===== src/rtl/ball_hit_detector.sv =====
// ball_hit_detector
// ---------------------------------------------------------------------------
// Per-frame collision sampler. It watches the object code at four probe pixels
// just outside the ball bounding box (Left, Top, Right, Bottom). It accumulates
// code-set matches over one frame and publishes a registered hit vector at each
// startOfFrame.
//
// Optional feature macro: HIT_CORNER_PROBES_EN adds four diagonal corner probes.
//
// Ports:
//   clk          pixel clock
//   resetN       asynchronous active-low reset
//   startOfFrame one-cycle pulse at pixel (0,0)
//   pixelX/Y     current raster position (11 bit)
//   ballX/Y      ball top-left position (11 bit), latched at startOfFrame
//   objCode      topmost non-ball object code at the raster position, 0 = none
//   hit          {L,T,R,B} hits of the last completed frame
//   hitObj       code of the highest-priority hit side (L>T>R>B), 0 if none
//   hitValid     one-cycle strobe when hit/hitObj update
// ---------------------------------------------------------------------------
module ball_hit_detector #(
    parameter int unsigned      BALL_SIZE       = 16,
    parameter logic [3:0][15:0] HIT_CODES       = {16'hC446, 16'h8C62, 16'h8932, 16'h9113},
    parameter int unsigned      COOLDOWN_FRAMES = 2
) (
    input  logic        clk,
    input  logic        resetN,
    input  logic        startOfFrame,
    input  logic [10:0] pixelX,
    input  logic [10:0] pixelY,
    input  logic [10:0] ballX,
    input  logic [10:0] ballY,
    input  logic [3:0]  objCode,
    output logic [3:0]  hit,
    output logic [3:0]  hitObj,
    output logic        hitValid
);

    // Side index equals the bit position in hit and the slot in HIT_CODES.
    localparam int S_L = 3;
    localparam int S_T = 2;
    localparam int S_R = 1;
    localparam int S_B = 0;

    localparam logic [11:0] HALF    = 12'(BALL_SIZE / 2);
    localparam logic [11:0] SIZE    = 12'(BALL_SIZE);
    localparam logic [7:0]  CD_LOAD = 8'(COOLDOWN_FRAMES);

    typedef enum logic [0:0] {
        IDLE  = 1'b0,
        ACCUM = 1'b1
    } state_t;

    state_t           state_r, state_s;
    logic [10:0]      bx_r, bx_s, by_r, by_s;
    logic [3:0]       acc_r, acc_s, acc_base_s;
    logic [3:0][3:0]  acc_code_r, acc_code_s, code_base_s;
    logic [7:0]       cd_cnt_r, cd_cnt_s;
    logic [3:0]       hit_r, hit_s, hit_obj_r, hit_obj_s, prio_obj_s;
    logic             hit_valid_r, hit_valid_s;
    logic [11:0]      ex_s, ey_s;
    logic [3:0]       match_s;

    // True when code is non-zero and equals one of the four nibbles of codes.
    function automatic logic code_in_set(input logic [3:0] code, input logic [15:0] codes);
        logic found;
        found = 1'b0;
        for (int i = 0; i < 4; i++) begin
            found = found | (codes[i*4 +: 4] == code);
        end
        return found & (code != 4'd0);
    endfunction

    // A probe with a negative coordinate (bit 11 set) can never be reached.
    function automatic logic at_probe(input logic [11:0] px, input logic [11:0] py,
                                      input logic [10:0] x,  input logic [10:0] y);
        return !px[11] && !py[11] && (px[10:0] == x) && (py[10:0] == y);
    endfunction

    // Probe matching. On the startOfFrame cycle the pixel belongs to the new
    // frame, so the incoming ball position is used instead of the latched one.
    always_comb begin
        ex_s = {1'b0, (startOfFrame ? ballX : bx_r)};
        ey_s = {1'b0, (startOfFrame ? ballY : by_r)};
        match_s = 4'd0;
        match_s[S_L] = at_probe(ex_s - 12'd1, ey_s + HALF, pixelX, pixelY)
                       && code_in_set(objCode, HIT_CODES[S_L]);
        match_s[S_T] = at_probe(ex_s + HALF, ey_s - 12'd1, pixelX, pixelY)
                       && code_in_set(objCode, HIT_CODES[S_T]);
        match_s[S_R] = at_probe(ex_s + SIZE, ey_s + HALF, pixelX, pixelY)
                       && code_in_set(objCode, HIT_CODES[S_R]);
        match_s[S_B] = at_probe(ex_s + HALF, ey_s + SIZE, pixelX, pixelY)
                       && code_in_set(objCode, HIT_CODES[S_B]);
`ifdef HIT_CORNER_PROBES_EN
        // A corner counts only when the code belongs to both adjacent sides,
        // and then it sets both side bits.
        if (at_probe(ex_s - 12'd1, ey_s - 12'd1, pixelX, pixelY)
            && code_in_set(objCode, HIT_CODES[S_L]) && code_in_set(objCode, HIT_CODES[S_T])) begin
            match_s[S_L] = 1'b1;
            match_s[S_T] = 1'b1;
        end else begin
            match_s = match_s;
        end
        if (at_probe(ex_s + SIZE, ey_s - 12'd1, pixelX, pixelY)
            && code_in_set(objCode, HIT_CODES[S_R]) && code_in_set(objCode, HIT_CODES[S_T])) begin
            match_s[S_R] = 1'b1;
            match_s[S_T] = 1'b1;
        end else begin
            match_s = match_s;
        end
        if (at_probe(ex_s - 12'd1, ey_s + SIZE, pixelX, pixelY)
            && code_in_set(objCode, HIT_CODES[S_L]) && code_in_set(objCode, HIT_CODES[S_B])) begin
            match_s[S_L] = 1'b1;
            match_s[S_B] = 1'b1;
        end else begin
            match_s = match_s;
        end
        if (at_probe(ex_s + SIZE, ey_s + SIZE, pixelX, pixelY)
            && code_in_set(objCode, HIT_CODES[S_R]) && code_in_set(objCode, HIT_CODES[S_B])) begin
            match_s[S_R] = 1'b1;
            match_s[S_B] = 1'b1;
        end else begin
            match_s = match_s;
        end
`endif
    end

    // Priority pick of the reported object code from the finished frame.
    always_comb begin
        if (acc_r[S_L]) begin
            prio_obj_s = acc_code_r[S_L];
        end else if (acc_r[S_T]) begin
            prio_obj_s = acc_code_r[S_T];
        end else if (acc_r[S_R]) begin
            prio_obj_s = acc_code_r[S_R];
        end else if (acc_r[S_B]) begin
            prio_obj_s = acc_code_r[S_B];
        end else begin
            prio_obj_s = 4'd0;
        end
    end

    // Next-state, publish and accumulate logic.
    always_comb begin
        state_s     = state_r;
        bx_s        = bx_r;
        by_s        = by_r;
        cd_cnt_s    = cd_cnt_r;
        hit_s       = hit_r;
        hit_obj_s   = hit_obj_r;
        hit_valid_s = 1'b0;
        acc_base_s  = acc_r;
        code_base_s = acc_code_r;

        case (state_r)
            IDLE: begin
                // The first frame edge only arms accumulation; a partial frame
                // is never reported.
                if (startOfFrame) begin
                    state_s     = ACCUM;
                    bx_s        = ballX;
                    by_s        = ballY;
                    acc_base_s  = 4'd0;
                    code_base_s = '0;
                end else begin
                    state_s = IDLE;
                end
            end
            ACCUM: begin
                if (startOfFrame) begin
                    hit_valid_s = 1'b1;
                    bx_s        = ballX;
                    by_s        = ballY;
                    acc_base_s  = 4'd0;
                    code_base_s = '0;
                    if (cd_cnt_r != 8'd0) begin
                        hit_s     = 4'd0;
                        hit_obj_s = 4'd0;
                        cd_cnt_s  = cd_cnt_r - 8'd1;
                    end else begin
                        hit_s     = acc_r;
                        hit_obj_s = prio_obj_s;
                        if (acc_r != 4'd0) begin
                            cd_cnt_s = CD_LOAD;
                        end else begin
                            cd_cnt_s = cd_cnt_r;
                        end
                    end
                end else begin
                    state_s = ACCUM;
                end
            end
            default: begin
                state_s = IDLE;
            end
        endcase

        // Only the first matching code per side is kept.
        if (state_s == ACCUM) begin
            acc_s = acc_base_s | match_s;
            for (int i = 0; i < 4; i++) begin
                if (match_s[i] && !acc_base_s[i]) begin
                    acc_code_s[i] = objCode;
                end else begin
                    acc_code_s[i] = code_base_s[i];
                end
            end
        end else begin
            acc_s      = acc_base_s;
            acc_code_s = code_base_s;
        end
    end

    // State and output registers.
    always_ff @(posedge clk or negedge resetN) begin
        if (!resetN) begin
            state_r     <= IDLE;
            bx_r        <= 11'd0;
            by_r        <= 11'd0;
            acc_r       <= 4'd0;
            acc_code_r  <= '0;
            cd_cnt_r    <= 8'd0;
            hit_r       <= 4'd0;
            hit_obj_r   <= 4'd0;
            hit_valid_r <= 1'b0;
        end else begin
            state_r     <= state_s;
            bx_r        <= bx_s;
            by_r        <= by_s;
            acc_r       <= acc_s;
            acc_code_r  <= acc_code_s;
            cd_cnt_r    <= cd_cnt_s;
            hit_r       <= hit_s;
            hit_obj_r   <= hit_obj_s;
            hit_valid_r <= hit_valid_s;
        end
    end

    assign hit      = hit_r;
    assign hitObj   = hit_obj_r;
    assign hitValid = hit_valid_r;

endmodule

===== config.mk =====
export PLATFORM = sky130hd
export DESIGN_NAME = ball_hit_detector
export DESIGN_NICKNAME = d
export VERILOG_FILES = /design/src/rtl/ball_hit_detector.sv
export SDC_FILE = /design/constraint.sdc
export NUM_CORES = 1
export LEC_CHECK = 0
export CAP_MARGIN = 40
export CELL_PAD_IN_SITES_DETAIL_PLACEMENT = 0
export CELL_PAD_IN_SITES_GLOBAL_PLACEMENT = 1
export CORE_ASPECT_RATIO = 1.25
export CORE_UTILIZATION = 45
export DETAILED_ROUTE_END_ITERATION = 7
export GPL_ROUTABILITY_DRIVEN = 0
export PLACE_DENSITY_LB_ADDON = 0.1
export SLEW_MARGIN = 20
export SYNTH_ARGS = -nofsm -noshare
export SYNTH_HDL_FRONTEND = slang
export SYNTH_SLANG_ARGS = --single-unit

===== constraint.sdc =====
create_clock -name clk -period 8.2 [get_ports clk]
set_input_delay 2.05 -clock clk [delete_from_list [all_inputs] [get_ports clk]]
set_output_delay 2.05 -clock clk [all_outputs]
set_load 0.02 [all_outputs]

==> impl_metrics.env <==
export IMPL_drc=0
export IMPL_synthTopCellsByArea="sky130_fd_sc_hd__dfrtp_1 (34%), sky130_fd_sc_hd__xnor2_1 (5.9%), sky130_fd_sc_hd__ha_1 (3.9%), sky130_fd_sc_hd__inv_1 (3.0%), sky130_fd_sc_hd__xor2_1 (3.0%)"
export IMPL_num_fill_cells=910
export IMPL_clock_path_buffers=2
export IMPL_synth_most_common_cell="sky130_fd_sc_hd__dfrtp_1"
export IMPL_hpwl_um=8686
export IMPL_final_min_clock_period_ps=5543
export IMPL_startpoint="startOfFrame"
export IMPL_routed_via_count=3824
export IMPL_wl_per_cell_um=17.27
export IMPL_grt_max_degree=61
export IMPL_worst_r2r_endpoint="acc_code_r[1]$_DFF_PN0_"
export IMPL_slew_viol_final=0
export IMPL_worst_setup_path_start_kind="input pin"
export IMPL_final_area_um2=5414
export IMPL_power_density_nw_per_um2=182.6
export IMPL_leakage_power_nw=2.156
export IMPL_post_cts_resized_instances=0
export IMPL_yosysWarningCount=0
export IMPL_totalWireLength_um=11410
export IMPL_crit_path_end="acc_code_r[13]$_DFF_PN0_"
export IMPL_cp_top_family="compound AO/OA/AOI/OAI gates"
export IMPL_flow_area_growth_from_synthesis_pct=22.02
export IMPL_synthesis_area_um2=4437
export IMPL_net_switching_power_uw=312.2
export IMPL_hold_viol=0
export IMPL_first_pass_grt_wire_length_um=19110
export IMPL_clockRootBuffer="sky130_fd_sc_hd__clkbuf_16"
export IMPL_max_cap_violations=0
export IMPL_placement_rows=40
export IMPL_grt_antenna_before_repair=0
export IMPL_clock_tree_from_tritoncts="done"
export IMPL_pin_count=60
export IMPL_run_status="complete, no violations"
export IMPL_worst_endpoint_required_ps=8450
export IMPL_worst_hold_slack_ps=475.0
export IMPL_drt_iter0_drc=157
export IMPL_sequential_share_of_power_pct=35.4
export IMPL_postSynthNetCount=538
export IMPL_cts_hold_fix_buffers=0
export IMPL_synth_ff_latch_count=60
export IMPL_irDropWorstVdd_uv=102.3
export IMPL_layout_worst_path_cycle_share_pct=67.60
export IMPL_power_share_clock_pct=38.8
export IMPL_post_cts_repair_setup_buffers=0
export IMPL_synth_ff_type="sky130_fd_sc_hd__dfrtp_1"
export IMPL_detail_route_first_pass_iterations=4
export IMPL_floorplan_initialDensity_pct=46.17
export IMPL_numPortBuffers=59
export IMPL_fin_ws_ps=2657
export IMPL_antenna_violating_nets_post_route=0
export IMPL_dpl_worst_slack_ps=2343
export IMPL_cp_num_buf_inv=3
export IMPL_die_area_um2=10260
export IMPL_power_frac_comb_pct=25.8
export IMPL_route_detailed_vias_per_inst=5.785
export IMPL_clk_insertion_delay_late_ps=340
export IMPL_synth_top_cell_area_share_pct=33.84
export IMPL_power_uw=988.6
export IMPL_critical_path_cell_chain="buf_2, buf_4, mux2i_1, inv_1, ha_1, and4_1, a41oi_1, a211o_1, a21oi_1, nor4_4, o2111ai_1, o22ai_1"
export IMPL_design_final_nets=595
export IMPL_fin_setup_tns_ps=0
export IMPL_switching_share_pct=31.58
export IMPL_cellInternalPower_uw=676.3
export IMPL_crit_path_arrival_time_ps=5790
export IMPL_highest_clock_frequency_the_design_can_meet_mhz=180.4
export IMPL_report_final_setup_viol=0
export IMPL_path_clk_slew_ps=60
export IMPL_timing_critical_path_to_type="flip-flop"
export IMPL_num_antenna_cells=0
export IMPL_yosys_top_cells_count="sky130_fd_sc_hd__dfrtp_1 (60), sky130_fd_sc_hd__inv_1 (35), sky130_fd_sc_hd__nand2_1 (34), sky130_fd_sc_hd__xnor2_1 (30), sky130_fd_sc_hd__a21oi_1 (21)"
export IMPL_die_w_um=90.81
export IMPL_netlist_top_cell_by_area="sky130_fd_sc_hd__dfrtp_1"
export IMPL_core_um2=9609
export IMPL_levels_on_crit_path=12
export IMPL_globalRouteTotalUtil_pct=23.80
export IMPL_largest_stage_delay_worst_path_ps=570
export IMPL_syn_instance_count=473
export IMPL_number_of_cells_on_the_worst_reg_to_reg_path=10
export IMPL_worstMarginPinSlew_ps=879.0
export IMPL_die_height_um=113.0
export IMPL_vias_in_the_first_global_route=3805
export IMPL_synth_edff_count=0
export IMPL_timing_max_slew_rel_slack_pct=40.90
export IMPL_detailed_place_area_um2=5094
export IMPL_yosysSeqAreaShare_pct=33.84
export IMPL_numCtsBuffers=9
export IMPL_layout_drive_gt1_share_pct=11.59
export IMPL_crit_slowest_cell="sky130_fd_sc_hd__buf_4"
export IMPL_min_path_type="flip-flop to flip-flop"
export IMPL_ys_types=81
export IMPL_fin_skew_ps=11.16
export IMPL_path_max_fanout=44
export IMPL_critical_path_class="input pin to flip-flop"
export IMPL_synth_async_sr_flop_share_pct=100.0
export IMPL_worst_r2r_startpoint="bx_r[4]$_DFF_PN0_"
export IMPL_h_tree_level_count=3
export IMPL_post_synth_cell_area_avg_um2=9.380
export IMPL_ff2ff_setup_slack_ps=5000
export IMPL_numClockSinks=60
export IMPL_globalRouteOverflowTotal=0
export IMPL_grt_setup_unrepaired="false"
metrics by stage:
| stage | util, % | cells |
|---|---|---|
| 2_1_floorplan | - | 473 |
| 3_3_place_gp | 53.01 | 644 |
| 3_5_place_dp | 53.01 | 644 |
| 4_1_cts | 56.13 | 660 |
| 5_1_grt | 56.34 | 661 |
| 6_report | 56.34 | 661 |
per-layer routing:
layer / GRT usage, % / share of wire [%] / wire length [um]
met1: 29.47 / 45 / 5114
met2: 41.92 / 50 / 5747
met3: 4.099 / 3.0 / 339
met4: 7.937 / 1.9 / 212
met5: 0 / 0 / 0
sequential cells by signal, indices dropped and copies added (netlist names):
name        flops
acc_code_r     16
cd_cnt_r        8
hit             4
bx_r           11
state_r         1
acc_r           4
hitObj          4
hitValid        1
by_r           11
worst register-to-register path, delay by kind of cell (launching register included):
family                   cells  cell delay (ps)
AO/OA/AOI/OAI                4             1150
flip-flops                   1              360
adder cells (fa/ha/maj)      1              350
buffers and inverters        1              170
multiplexers                 1              420
AND/OR/NAND/NOR              3              620
power by group through the flow:
stage / combinational [mW] / clock (mW) / sequential, mW
after floorplan: 0.177 / 0 / 0.349
after global placement: 0.250 / 0 / 0.354
after detailed placement: 0.253 / 0 / 0.355
after CTS: 0.255 / 0.391 / 0.350
after global routing: 0.282 / 0.403 / 0.354
final: 0.255 / 0.384 / 0.349
worst min path at each step:
| stage | start | end | slack [ps] | cells after the start |
|---|---|---|---|---|
| 2_1_floorplan | cd_cnt_r[6]$_DFFE_PN0P_ | cd_cnt_r[6]$_DFFE_PN0P_ | 450 | 1 |
| 3_3_place_gp | hit[1]$_DFFE_PN0P_ | hit[1]$_DFFE_PN0P_ | 460 | 2 |
| 3_5_place_dp | hitObj[3]$_DFFE_PN0P_ | hitObj[3]$_DFFE_PN0P_ | 470 | 2 |
| 4_1_cts | hitObj[3]$_DFFE_PN0P_ | hitObj[3]$_DFFE_PN0P_ | 480 | 2 |
| 5_1_grt | hitObj[3]$_DFFE_PN0P_ | hitObj[3]$_DFFE_PN0P_ | 490 | 2 |
| 6_report | hitObj[3]$_DFFE_PN0P_ | hitObj[3]$_DFFE_PN0P_ | 480 | 2 |
cells in the final DEF (no fill, tap or decap), types with 7 or more instances in the layout:
cell / n
sky130_fd_sc_hd__nor3_1: 16
sky130_fd_sc_hd__dfrtp_1: 60
sky130_fd_sc_hd__xnor2_1: 30
sky130_fd_sc_hd__nor4b_1: 7
sky130_fd_sc_hd__nand2_1: 34
sky130_fd_sc_hd__o22ai_1: 9
sky130_fd_sc_hd__mux2i_2: 8
sky130_fd_sc_hd__a21oi_1: 21
sky130_fd_sc_hd__clkdlybuf4s50_1: 57
sky130_fd_sc_hd__ha_1: 14
sky130_fd_sc_hd__nor3b_1: 7
sky130_fd_sc_hd__nor2_1: 19
sky130_fd_sc_hd__clkbuf_16: 9
sky130_fd_sc_hd__nand3_1: 14
sky130_fd_sc_hd__o21ai_0: 19
sky130_fd_sc_hd__inv_1: 35
sky130_fd_sc_hd__xor2_1: 15
final cells by class:
type	instances	area, um2	area share (%)
Inverter	40	150.1	2.773
Multi-Input combinational cell	357	2689	49.66
Timing Repair Buffer	62	615.6	11.37
Clock inverter	7	75.07	1.387
Tap cell	126	157.7	2.912
Clock buffer	9	225.2	4.160
Sequential cell	60	1501	27.73
cells by family after synthesis:
| kind of cell | count (synthesis) | share of synthesized area (%) |
|---|---|---|
| mux | 23 | 6.458 |
| fa+ha+maj | 14 | 3.948 |
| compound gates | 114 | 18.67 |
| xor+xnor | 50 | 10.72 |
| flops | 60 | 33.84 |
| simple gates | 156 | 20.81 |
| buf+inv | 56 | 5.556 |
Power figures use the tool's default switching activity.
